## src/rtl/rle_decompressor_pkg.sv

```systemverilog
// Shared definitions for the RLE decompressor and the IO FSM that feeds it:
// state encoding, header tag values and default field widths.
package rle_decompressor_pkg;

    localparam int CNT_W_DEF = 7;
    localparam int OUT_W_DEF = 16;
    localparam int TAG_BIT   = 7;

    localparam logic TAG_ZERO = 1'b0;
    localparam logic TAG_LIT  = 1'b1;

    typedef enum logic [2:0] {
        ST_IDLE   = 3'd0,
        ST_HDR    = 3'd1,
        ST_ZRUN   = 3'd2,
        ST_LIT_LO = 3'd3,
        ST_LIT_HI = 3'd4,
        ST_EMIT   = 3'd5,
        ST_DONE   = 3'd6
    } rle_state_e;

endpackage

```

## src/rtl/rle_decompressor_run_counter.sv

```systemverilog
// Remaining-element counter for one run: loads header count + 1, counts down
// on each emitted element and saturates at one so it can never wrap.
module run_counter #(
    parameter int W = 8
) (
    input  logic         clk,
    input  logic         rst_n,
    input  logic         load,
    input  logic [W-1:0] load_val,
    input  logic         dec,
    output logic         is_one
);

    logic [W-1:0] count_r;
    logic         is_one_s;

    assign is_one_s = (count_r == W'(1));
    assign is_one   = is_one_s;

    // Count register: load has priority, decrement stops at one.
    always_ff @(posedge clk or negedge rst_n) begin
        if (!rst_n) begin
            count_r <= {W{1'b0}};
        end else if (load) begin
            count_r <= load_val;
        end else if (dec && !is_one_s) begin
            count_r <= count_r - W'(1);
        end else begin
            count_r <= count_r;
        end
    end

endmodule

```

## src/rtl/rle_decompressor.sv

```systemverilog
// Run-length decompressor: turns a header/literal byte stream into 16-bit
// elements (zero runs or little-endian literal pairs) with valid/ready flow.
module rle_decompressor
    import rle_decompressor_pkg::*;
#(
    parameter int CNT_W = CNT_W_DEF,
    parameter int OUT_W = OUT_W_DEF
) (
    input  logic             clk,
    input  logic             reset,
    input  logic             start,
    input  logic [7:0]       in_data,
    input  logic             in_valid,
    output logic             in_ready,
    input  logic             eob,
    output logic [OUT_W-1:0] out_data,
    output logic             out_valid,
    input  logic             out_ready,
    output logic             busy,
    output logic             done,
    output logic             err
);

    rle_state_e       state_r, next_state_s;
    logic             in_ready_r, out_valid_r, busy_r, done_r, err_r, last_r;
    logic [OUT_W-1:0] out_data_r, out_data_next_s;
    logic [7:0]       lo_r, lo_next_s;
    logic             err_next_s, last_next_s;
    logic             cnt_load_s, cnt_dec_s, is_one_s;
    logic             in_fire_s, out_fire_s;
    logic [CNT_W:0]   load_val_s;

    assign in_fire_s  = in_valid & in_ready_r;
    assign out_fire_s = out_valid_r & out_ready;
    assign load_val_s = {1'b0, in_data[CNT_W-1:0]} + {{CNT_W{1'b0}}, 1'b1};

    run_counter #(
        .W (CNT_W + 1)
    ) u_run_counter (
        .clk      (clk),
        .rst_n    (reset),
        .load     (cnt_load_s),
        .load_val (load_val_s),
        .dec      (cnt_dec_s),
        .is_one   (is_one_s)
    );

    // Next-state and datapath decisions for the decode sequence.
    always_comb begin
        next_state_s    = state_r;
        err_next_s      = err_r;
        last_next_s     = last_r;
        lo_next_s       = lo_r;
        out_data_next_s = out_data_r;
        cnt_load_s      = 1'b0;
        cnt_dec_s       = 1'b0;
        case (state_r)
            ST_IDLE: begin
                if (start) begin
                    next_state_s = ST_HDR;
                    err_next_s   = 1'b0;
                    last_next_s  = 1'b0;
                end else begin
                    next_state_s = ST_IDLE;
                end
            end
            ST_HDR: begin
                if (in_fire_s) begin
                    cnt_load_s  = 1'b1;
                    last_next_s = eob;
                    if (in_data[TAG_BIT] == TAG_LIT) begin
                        next_state_s = ST_LIT_LO;
                    end else begin
                        next_state_s    = ST_ZRUN;
                        out_data_next_s = {OUT_W{1'b0}};
                    end
                end else begin
                    next_state_s = ST_HDR;
                end
            end
            ST_ZRUN: begin
                if (out_fire_s && is_one_s) begin
                    next_state_s = last_r ? ST_DONE : ST_HDR;
                end else if (out_fire_s) begin
                    cnt_dec_s = 1'b1;
                end else begin
                    next_state_s = ST_ZRUN;
                end
            end
            ST_LIT_LO: begin
                if (in_fire_s && eob) begin
                    err_next_s   = 1'b1;
                    next_state_s = ST_DONE;
                end else if (in_fire_s) begin
                    lo_next_s    = in_data;
                    next_state_s = ST_LIT_HI;
                end else begin
                    next_state_s = ST_LIT_LO;
                end
            end
            ST_LIT_HI: begin
                // eob on the final high byte of a run also ends the object
                if (in_fire_s && eob && !is_one_s) begin
                    err_next_s   = 1'b1;
                    next_state_s = ST_DONE;
                end else if (in_fire_s) begin
                    last_next_s     = last_r | eob;
                    out_data_next_s = OUT_W'({in_data, lo_r});
                    next_state_s    = ST_EMIT;
                end else begin
                    next_state_s = ST_LIT_HI;
                end
            end
            ST_EMIT: begin
                if (out_fire_s && is_one_s) begin
                    next_state_s = last_r ? ST_DONE : ST_HDR;
                end else if (out_fire_s) begin
                    cnt_dec_s    = 1'b1;
                    next_state_s = ST_LIT_LO;
                end else begin
                    next_state_s = ST_EMIT;
                end
            end
            ST_DONE: begin
                next_state_s = ST_IDLE;
            end
            default: begin
                next_state_s = ST_IDLE;
            end
        endcase
    end

    // State and registered outputs, decoded from the state being entered.
    always_ff @(posedge clk or negedge reset) begin
        if (!reset) begin
            state_r     <= ST_IDLE;
            in_ready_r  <= 1'b0;
            out_valid_r <= 1'b0;
            out_data_r  <= {OUT_W{1'b0}};
            busy_r      <= 1'b0;
            done_r      <= 1'b0;
            err_r       <= 1'b0;
            last_r      <= 1'b0;
            lo_r        <= 8'h00;
        end else begin
            state_r     <= next_state_s;
            in_ready_r  <= (next_state_s == ST_HDR) || (next_state_s == ST_LIT_LO) ||
                           (next_state_s == ST_LIT_HI);
            out_valid_r <= (next_state_s == ST_ZRUN) || (next_state_s == ST_EMIT);
            out_data_r  <= out_data_next_s;
            busy_r      <= (next_state_s != ST_IDLE);
            done_r      <= (next_state_s == ST_DONE);
            err_r       <= err_next_s;
            last_r      <= last_next_s;
            lo_r        <= lo_next_s;
        end
    end

    assign in_ready  = in_ready_r;
    assign out_valid = out_valid_r;
    assign out_data  = out_data_r;
    assign busy      = busy_r;
    assign done      = done_r;
    assign err       = err_r;

endmodule
```

## config.mk

```make
export PLATFORM = sky130hd
export DESIGN_NAME = rle_decompressor
export DESIGN_NICKNAME = d
export VERILOG_FILES = /design/src/rtl/rle_decompressor_pkg.sv /design/src/rtl/rle_decompressor_run_counter.sv /design/src/rtl/rle_decompressor.sv
export SDC_FILE = /design/constraint.sdc
export NUM_CORES = 1
export LEC_CHECK = 0
export BUFFER_PORTS_ARGS = -buffer_cell sky130_fd_sc_hd__buf_2
export CORE_MARGIN = 5
export CORE_UTILIZATION = 40
export CTS_BUF_LIST = sky130_fd_sc_hd__clkbuf_16
export CTS_CLUSTER_DIAMETER = 40
export DETAILED_ROUTE_END_ITERATION = 12
export GPL_TIMING_DRIVEN = 0
export SLEW_MARGIN = 20
export SYNTH_ARGS = -nofsm -noshare
export SYNTH_HDL_FRONTEND = slang
export SYNTH_SLANG_ARGS = --single-unit
```

## constraint.sdc

```tcl
create_clock -name clk -period 3.5 [get_ports clk]
set_input_delay 1.05 -clock clk [delete_from_list [all_inputs] [get_ports clk]]
set_output_delay 1.05 -clock clk [all_outputs]
set_load 0.05 [all_outputs]
```

After elaboration in Yosys (flattened, before gate mapping)
Index checks and enable logic that the tools add are counted.

operators by class
  reduce and logical (&&, ||, !) cells = 19
  muxes and demuxes = 33
  $add $sub $neg = 2
  bitwise logic cells = 4
  equal/unequal tests = 19

operators with widths
  operator             number
  $mux 16              4
  $pmux 16 s2          1
  $mux 3               8
  $pmux 3 s6           1
  $mux 8               2
  $eq 3x3->1 const B   5
  $mux 1               14
  $ne 2x2->1 const B   7
  $eq 3x2->1 const B   4
  $reduce_and 5->1     2
  $reduce_bool 3->1    3
  $add 7x1->8 const B  1
  $eq 8x1->1 const B   1
  $sub 8x1->8 const B  1
  $eq 3x1->1 const B   2
  $pmux 1 s3           2
  $logic_and 1x1->1    4
  $reduce_and 4->1     1
  $reduce_bool 2->1    2
  $logic_not 3->1      1
  $logic_or 1x1->1     3
  $reduce_and 3->1     1
  $and 1x1->1          2
  $mux 2               1
  other kinds (4)      4

word-level totals
  output and inout bits = 21
  word-level logic and storage cells = 87
  input port bits = 14
  register bits = 41

Longest topological paths before layout
Gate-level depths: netlist (run 1).

  depth after elaboration = 8
  gate-level depth with buffers = 8
  mapped depth without buffers = 7

Cells and area by module
A second synthesis (run 1) with hierarchy kept.

second synthesis, totals
  cells, all modules = 205
  area total of the unflattened synthesis = 2148.3 µm²

by module, submodules not included
  module            cells each  seq. area each (µm²)  instances  area an instance (µm²)
  rle_decompressor  141         825.8                 1          1594.0
  run_counter       64          200.2                 1          554.3

Least setup slack after synthesis (run 1)
Ideal clock, no wire load.

  path type = input -> register
  from = input in_valid
  to = register lo_r[0]
  slack = 1.193 ns
  data required time = 3.375 ns
  setup time = 0.125 ns
  path buffers = 0
  cell stages on the path = 4
  arrival time = 2.182 ns
  cell sequence = nand2_2 -> or3_1 -> nor2_2 -> mux2_2

on the way
  word-level cells in the longest chain between the ends = 4

RTL lines
  element                                line                     RTL
  start, declared                        rle_decompressor.sv:13   input logic in_valid,
  $and 1x1->1 (*)                        rle_decompressor.sv:33   assign in_fire_s = in_valid & in_ready_r;
  $logic_and 1x1->1                      rle_decompressor.sv:91   if (in_fire_s && eob) begin
  $not 1->1 (no source line)             -
  $reduce_and 3->1 (no source line) (*)  -
  end signal, assigned                   rle_decompressor.sv:155  lo_r <= lo_next_s;
  end, declared                          rle_decompressor.sv:27   logic [7:0] lo_r, lo_next_s;

Mark *: on every way between the ends. The rest lies on a longest branch, timed or not.
A chain may end at the register's enable or synchronous reset.

Final worst setup path (run 1)
  from = register u_run_counter.count_r[1]
  to = register out_valid_r, in the netlist out_valid

on the way
  word-level cells in the longest chain between the ends = 7

RTL lines
  element                                   line                                RTL
  start, declared                           rle_decompressor_run_counter.sv:14  logic [W-1:0] count_r;
  start signal, assigned                    rle_decompressor_run_counter.sv:23  count_r <= {W{1'b0}};
  start signal, assigned                    rle_decompressor_run_counter.sv:25  count_r <= load_val;
  start signal, assigned                    rle_decompressor_run_counter.sv:27  count_r <= count_r - W'(1);
  $eq 8x1->1 (*)                            rle_decompressor_run_counter.sv:17  assign is_one_s = (count_r == W'(1));
  $logic_not 1->1                           rle_decompressor.sv:103             if (in_fire_s && eob && !is_one_s) begin
  $logic_and 1x1->1                         rle_decompressor.sv:103
  $mux 2                                    rle_decompressor.sv:103
  $pmux 3 s6 (*)                            rle_decompressor.sv:57              case (state_r)
  via next_state_s[0]                       rle_decompressor.sv:24              rle_state_e state_r, next_state_s;
  $eq 3x2->1 or $eq 3x3->1 (tied branches)  rle_decompressor.sv:149             out_valid_r <= (next_state_s == ST_ZRUN) || (next_state_s == ST_EMIT);
  $logic_or 1x1->1 (*)                      rle_decompressor.sv:149
  end signal, assigned                      rle_decompressor.sv:149
  end, declared                             rle_decompressor.sv:25              logic in_ready_r, out_valid_r, busy_r, done_r, err_r, last_r;

The timed path passes the listed nets; every way through them passes the cells marked *.

==> summary.txt, run 1 <==
Placed design
  – Hpwl dp: 3211 µm
  – Pre-CTS setup slack: 0.8742 ns
  – Placed cell area: 2317 µm²
  – Number of buffers added on ports: 33
  – RD Place Congestion: 0.8382

Synth
  – Post-synth EDFFs: 0
  – Synthesized area per cell: 11.22 µm²
  – Cells after Synth: 184
  – Sequential-to-total area share from yosys stat: 0.4970
  – Post-synth cell types: 47
  – Yosys warns: 0
  – Synthesized cell area: 2064 µm²
  – Synth async-reset ratio: 1.000
  – Main synth FF type: dfrtp_1
  – Post-Syn Nets: 201
  – Yosys reg bits: 41

CTS
  – Hold buffer count at cts: 0
  – # resized after CTS: 0
  – Cell chosen for the clock root: clkbuf_16
  – Num Clock Sinks: 41
  – H-tree depth: 2
  – Worst-path clk slew: 0.06 ns
  – TritonCTS clock tree: yes
  – Num CTS Buffers: 5
  – Clk_lat worst skew: 0.28 ns
  – Setup bufs post-CTS: 0
  – Clock buffer depth: 2

Min path
  – Hold_sp: out_data[1]$_DFFE_PN0P_
  – Worst Hold End: out_data[1]$_DFFE_PN0P_
  – Hold-critical path depth: 1
  – Type of the worst min-delay path: reg -> reg

STA
  – Hold Fails Final Rpt: 0
  – Final Slew Violations: 0
  – Slew margin rel.: 0.3832
  – Hold WS: 0.4939 ns
  – Tcrit/Tclk final: 0.6925
  – RSZ-0062 raised after global routing: no
  – Min Tclk post-route: 2.424 ns
  – Final WS setup: 1.076 ns
  – Actual slew at the worst max-slew pin: 0.9253 ns
  – Setup Total Neg Slack: 0 ns
  – Setup Skew: 0.003782 ns
  – Max Clk Rate: 412.6 MHz
  – Finish-stage setup viols: 0

Route
  – First-pass DRT Iterations: 4
  – WL met3: 243 µm
  – Met1 Routed Length: 2300 µm
  – WL per Instance: 15.62 µm
  – Vias per cell: 5.237
  – Residual DRC: 0
  – Remaining antenna violation count after routing: 0
  – Met2 routed WL: 2000 µm
  – Total number of vias: 1545
  – Top Layer Used: met4
  – Routed WL: 4609 µm
  – DR iter-0 viols: 136

Floorplan
  – Die Area: 6698 µm²
  – Core area: 5075 µm²
  – Ports: 35
  – Die W: 81.84 µm
  – Chip height: 81.84 µm
  – Initial core utilization: 0.4068
  – Rows: 26

Outcome
  – Status: finished, final reports clean

Final layout
  – Fin util: 0.4887
  – Diodes inserted: 0
  – Most common cell after layout, fill and taps aside: dfrtp_1
  – Area delta synth->final: 20.12%
  – Share of cells above drive strength 1: 0.3111
  – Final instance area: 2480 µm²
  – Most frequent cells in the layout: 41 x dfrtp_1, 36 x buf_2, 16 x a22o_1, 14 x nand2_1, 11 x mux2_2
  – Final Net Count: 241

Power and ir drop
  – P per Cell Area: 915.4 nW/µm²
  – Peak VDD IR: 422.2 µV
  – Leakage power: 1.136 nW

Global routing
  – Vias in the first global route: 1501
  – Grt total ovfl: 0
  – First-pass GRT wire length: 7617 µm
  – GR Util All Layers: 0.1519
  – Largest net degree at the start of global routing: 42
  – Antenna violations before repair: 0

Setup path
  – Crit-path max cell delay: 0.47 ns
  – Crit Path Max Fanout: 8
  – Critical path depth in cells: 7
  – Worst r2r dst: out_valid$_DFF_PN0_
  – CP cell instances: inv_1 > ha_1 > nor3b_1 > nand2_1 > a211oi_4 > a211o_2 > mux2_2
  – CP startpoint kind: flip-flop
  – Crit path buffers/inverters: 1
  – Crit-path slowest cell: a211oi_4
  – Worst R2R Path Depth: 7
  – R2R setup slack: 1.08 ns
  – Critical Path Source: u_run_counter.count_r[1]$_DFFE_PN0P_
  – Req. time, crit path: 3.66 ns
  – WP data arrival: 2.59 ns
  – Cell family with most CP delay: compound AO/OA/AOI/OAI gates
  – Crit path capture type: flip-flop
  – WS Path Type: reg -> reg
  – Worst flop-to-flop path startpoint: u_run_counter.count_r[1]$_DFFE_PN0P_

Job
  – Max Cap Viol: 0
worst reg2reg max path, delay by kind of cell (launching register included):
family / cells / cell delay [ns]
compound gates: 2 / 0.71
fa+ha+maj: 1 / 0.18
buf+inv: 1 / 0.09
flops: 1 / 0.37
mux: 1 / 0.35
simple gates: 2 / 0.61
layer usage:
layer	vias to the layer above	track usage
met5	-	0
met4	0	0.04983
met3	9	0.03618
met2	36	0.2278
met1	734	0.2151
li1	766	-
stage by stage:
step,power [mW],instances
after global placement,1.755,287
after CTS,2.280,295
after floorplan,1.531,184
after detailed placement,1.758,287
final,2.270,295
after global routing,2.415,295
report_power, final:
part / internal (mW) / switching, mW
registers: 0.654 / 0.120
clock network: 0.331 / 0.178
logic: 0.352 / 0.634
final cells by class:
cell class                 instances  area (µm²)
multi-input combinational        131       970.9
inverter                           4       15.01
timing repair buffer              33       165.2
buffer                             8       52.55
sequential                        41        1026
clock buffer                       5       125.1
fill                             493        2595
tap                               70       87.58
clock inverter                     3       37.54
registers in the layout (all words and copies together), names as in the netlist:
register and cells:
busy 1, done 1, err 1, in_ready 1
last_r 1, lo_r 8, out_data 16, out_valid 1
state_r 3, u_run_counter.count_r 8
worst max-delay path by stage:
stage / end / slack (ns)
2_1_floorplan: lo_r[0]$_DFFE_PN0P_ / 1.19
3_3_place_gp: lo_r[1]$_DFFE_PN0P_ / 0.86
3_5_place_dp: lo_r[0]$_DFFE_PN0P_ / 0.87
4_1_cts: out_valid$_DFF_PN0_ / 1.08
5_1_grt: out_valid$_DFF_PN0_ / 0.87
6_report: out_valid$_DFF_PN0_ / 1.08
logic make-up after synthesis:
family,count (synthesis),share of synthesized area
compound gates,49,0.1848
xor+xnor,9,0.03818
fa+ha+maj,3,0.01818
buf+inv,12,0.03272
flops,41,0.4970
mux,13,0.06970
simple gates,57,0.1594
Yosys cell counts (all sizes together) (5+ instances only):
cell type,number,share of area
xor2,7,0.030
nand3,6,0.015
a22o,16,0.068
mux2,11,0.060
nand2,15,0.028
nor2,10,0.019
o21ai,5,0.012
dfrtp,41,0.50
buf,6,0.022
a21oi,8,0.019
No activity file was read; power rests on OpenSTA's default activity.
==> inputs of run 2 (changes only) <==
==> constraint.sdc (replaced) <==
create_clock -name clk -period 2.5 [get_ports clk]
set_input_delay 0.75 -clock clk [delete_from_list [all_inputs] [get_ports clk]]
set_output_delay 0.75 -clock clk [all_outputs]
set_load 0.05 [all_outputs]
==> summary.txt, run 2 (same netlist as run 1, synthesis figures left out) <==
Outcome
  – Status: finished, final reports clean (unchanged)

CTS
  – Hold buffer count at cts: 0 (unchanged)
  – Worst-path clk slew: 0.06 ns (about the same)
  – Clock buffer depth: 2 (unchanged)
  – Setup bufs post-CTS: 0 (unchanged)
  – TritonCTS clock tree: yes (unchanged)
  – Num CTS Buffers: 5 (unchanged)
  – Cell chosen for the clock root: clkbuf_16 (unchanged)
  – Clk_lat worst skew: 0.28 ns (about the same)
  – Num Clock Sinks: 41 (unchanged)
  – H-tree depth: 2 (unchanged)

Final layout
  – Most frequent cells in the layout: 41 x dfrtp_1, 36 x buf_2, 16 x a22o_1, 14 x nand2_1, 11 x mux2_2 (unchanged)
  – Filler cells: 492 (was 493)
  – Most common cell after layout, fill and taps aside: dfrtp_1 (unchanged)
  – Largest register FFs: 16 (unchanged)
  – Register area: 1026 µm² (unchanged)
  – Fin util: 0.4896 (was 0.4887)
  – Multi-input gate area: 975.9 µm² (was 970.9 µm²)
  – Diodes inserted: 0 (unchanged)
  – Share of cells above drive strength 1: 0.3156 (was 0.3111)
  – Area delta synth->final: 20.36% (was 20.12%)
  – Final Net Count: 241 (unchanged)

Placed design
  – Hpwl dp: 3211 µm (unchanged)
  – RD Place Congestion: 0.8382 (unchanged)
  – Number of buffers added on ports: 33 (unchanged)

Setup path
  – Worst flop-to-flop path startpoint: u_run_counter.count_r[3]$_DFFE_PN0P_ (was u_run_counter.count_r[1]$_DFFE_PN0P_)
  – WS Path Type: reg -> reg (unchanged)
  – Crit-path max cell delay: 0.47 ns (about the same)
  – Req. time, crit path: 2.66 ns (was 3.66 ns)
  – Worst Setup EP: out_valid$_DFF_PN0_ (unchanged)
  – CP cell instances: nor4_2 > nand2_1 > a211oi_4 > a211o_2 > mux2_2 (was inv_1 > ha_1 > nor3b_1 > nand2_1 > a211oi_4 > a211o_2 > mux2_2)
  – Crit-path slowest cell: nor4_2 (was a211oi_4)
  – Critical Path Source: u_run_counter.count_r[3]$_DFFE_PN0P_ (was u_run_counter.count_r[1]$_DFFE_PN0P_)
  – CP startpoint kind: flip-flop (unchanged)
  – Worst R2R Path Depth: 5 (was 7)
  – R2R setup slack: 0.20 ns (was 1.08 ns)
  – Crit path capture type: flip-flop (unchanged)
  – WP data arrival: 2.47 ns (was 2.59 ns)
  – Crit Path Max Fanout: 8 (unchanged)
  – Worst r2r dst: out_valid$_DFF_PN0_ (unchanged)

STA
  – Hold Fails Final Rpt: 0 (unchanged)
  – Hold WS: 0.4951 ns (was 0.4939 ns)
  – Final Slew Violations: 0 (unchanged)
  – Tcrit/Tclk final: 0.9205 (was 0.6925)
  – Min Tclk post-route: 2.301 ns (was 2.424 ns)
  – Setup Skew: 0.004271 ns (was 0.003782 ns)
  – Setup Total Neg Slack: 0 ns (unchanged)
  – Max Clk Rate: 434.5 MHz (was 412.6 MHz)
  – Slew margin rel.: 0.3839 (was 0.3832)
  – RSZ-0062 raised after global routing: no (unchanged)
  – Finish-stage setup viols: 0 (unchanged)
  – Actual slew at the worst max-slew pin: 0.9242 ns (was 0.9253 ns)

Power and ir drop
  – P per Cell Area: 1280 nW/µm² (was 915.4 nW/µm²)
  – Peak VDD IR: 592.1 µV (was 422.2 µV)
  – Leakage power: 1.137 nW (was 1.136 nW)
  – Final total power: 3.181 mW (was 2.270 mW)

Route
  – Residual DRC: 0 (unchanged)
  – DR iter-0 viols: 131 (was 136)
  – Vias per cell: 5.244 (was 5.237)
  – Routed WL: 4614 µm (was 4609 µm)
  – Total number of vias: 1547 (was 1545)
  – Remaining antenna violation count after routing: 0 (unchanged)
  – First-pass DRT Iterations: 4 (unchanged)
  – WL per Instance: 15.64 µm (was 15.62 µm)

Global routing
  – Vias in the first global route: 1501 (unchanged)
  – Largest net degree at the start of global routing: 42 (unchanged)
  – Antenna violations before repair: 0 (unchanged)
  – First-pass GRT wire length: 7617 µm (unchanged)
  – GR Util All Layers: 0.1519 (unchanged)
  – Grt total ovfl: 0 (unchanged)

Floorplan
  – Chip height: 81.84 µm (unchanged)
  – Rows: 26 (unchanged)
  – Core area: 5075 µm² (unchanged)
  – Die W: 81.84 µm (unchanged)
  – Ports: 35 (unchanged)
  – Die Area: 6698 µm² (unchanged)
  – Initial core utilization: 0.4068 (unchanged)

Min path
  – Type of the worst min-delay path: reg -> reg (unchanged)

Job
  – Max Cap Viol: 0 (unchanged)
==> run 2: cell types whose count changed in the layout (fill, tap and decap cells not counted) <==
cell / delta
nor3b_1: -1
nor3b_2: +1
==> run 2: power by group <==
| group | total, mW | leakage [nW] | switching, mW | internal (mW) |
|---|---|---|---|---|
| sequential | 1.09 | 0.529 | 0.172 | 0.916 |
| combinational | 1.38 | 0.525 | 0.886 | 0.494 |
| clock | 0.712 | 0.0826 | 0.249 | 0.464 |
| total | 3.18 | 1.14 | 1.31 | 1.87 |
==> run 2: repair_timing <==
action | CTS | global route
setup endpoints to repair | 0 | 11
gates resized for setup | 0 | 1
hold endpoints to repair | 0 | 0
==> run 2: worst min-delay path by stage <==
stage               cells past startpoint                     from                      end  slack (ns)
finish                                  1  out_data[8]$_DFFE_PN0P_  out_data[8]$_DFFE_PN0P_        0.50
global route                            1  out_data[7]$_DFFE_PN0P_  out_data[7]$_DFFE_PN0P_        0.51
CTS                                     1  out_data[8]$_DFFE_PN0P_  out_data[8]$_DFFE_PN0P_        0.50
detailed placement                      1  out_data[5]$_DFFE_PN0P_  out_data[5]$_DFFE_PN0P_        0.48
global placement                        1      lo_r[5]$_DFFE_PN0P_  out_data[5]$_DFFE_PN0P_        0.48
floorplan                               0                    reset           busy$_DFF_PN0_        0.45
==> run 2: metrics by stage <==
step / cells / setup slack [ns] / instance area, µm²
finish: 295 / 0.1986 / 2485
global route: 295 / 0.05943 / 2485
CTS: 295 / 0.08304 / 2480
detailed placement: 287 / 0.1496 / 2317
global placement: 287 / 0.1295 / 2317
floorplan: 184 / 0.4305 / 2064
==> run 2: routing by layer <==
| metal | part of all wire | global-route usage | vias to the layer above | wire length [µm] |
|---|---|---|---|---|
| li1 | - | - | 765 | - |
| met3 | 0.053 | 0.03618 | 9 | 245 |
| met2 | 0.44 | 0.2278 | 36 | 2025 |
| met4 | 0.014 | 0.04983 | 0 | 65 |
| met1 | 0.49 | 0.2151 | 737 | 2278 |
| met5 | 0 | 0 | - | 0 |
==> run 2: layout make-up <==
class,instances,area share
inverters,4,0.006042
flip-flops and latches,41,0.4129
multi-input cells,131,0.3927
clock buffers,5,0.05035
plain buffers,8,0.02115
clock inverters,3,0.01511
well taps,70,0.03525
repair buffers,33,0.06647
==> run 2: worst max-delay path, delay by kind of cell (launching register included) <==
kind / cells / cell delay [ns]
compound gates: 2 / 0.71
mux: 1 / 0.35
flops: 1 / 0.44
simple gates: 2 / 0.70
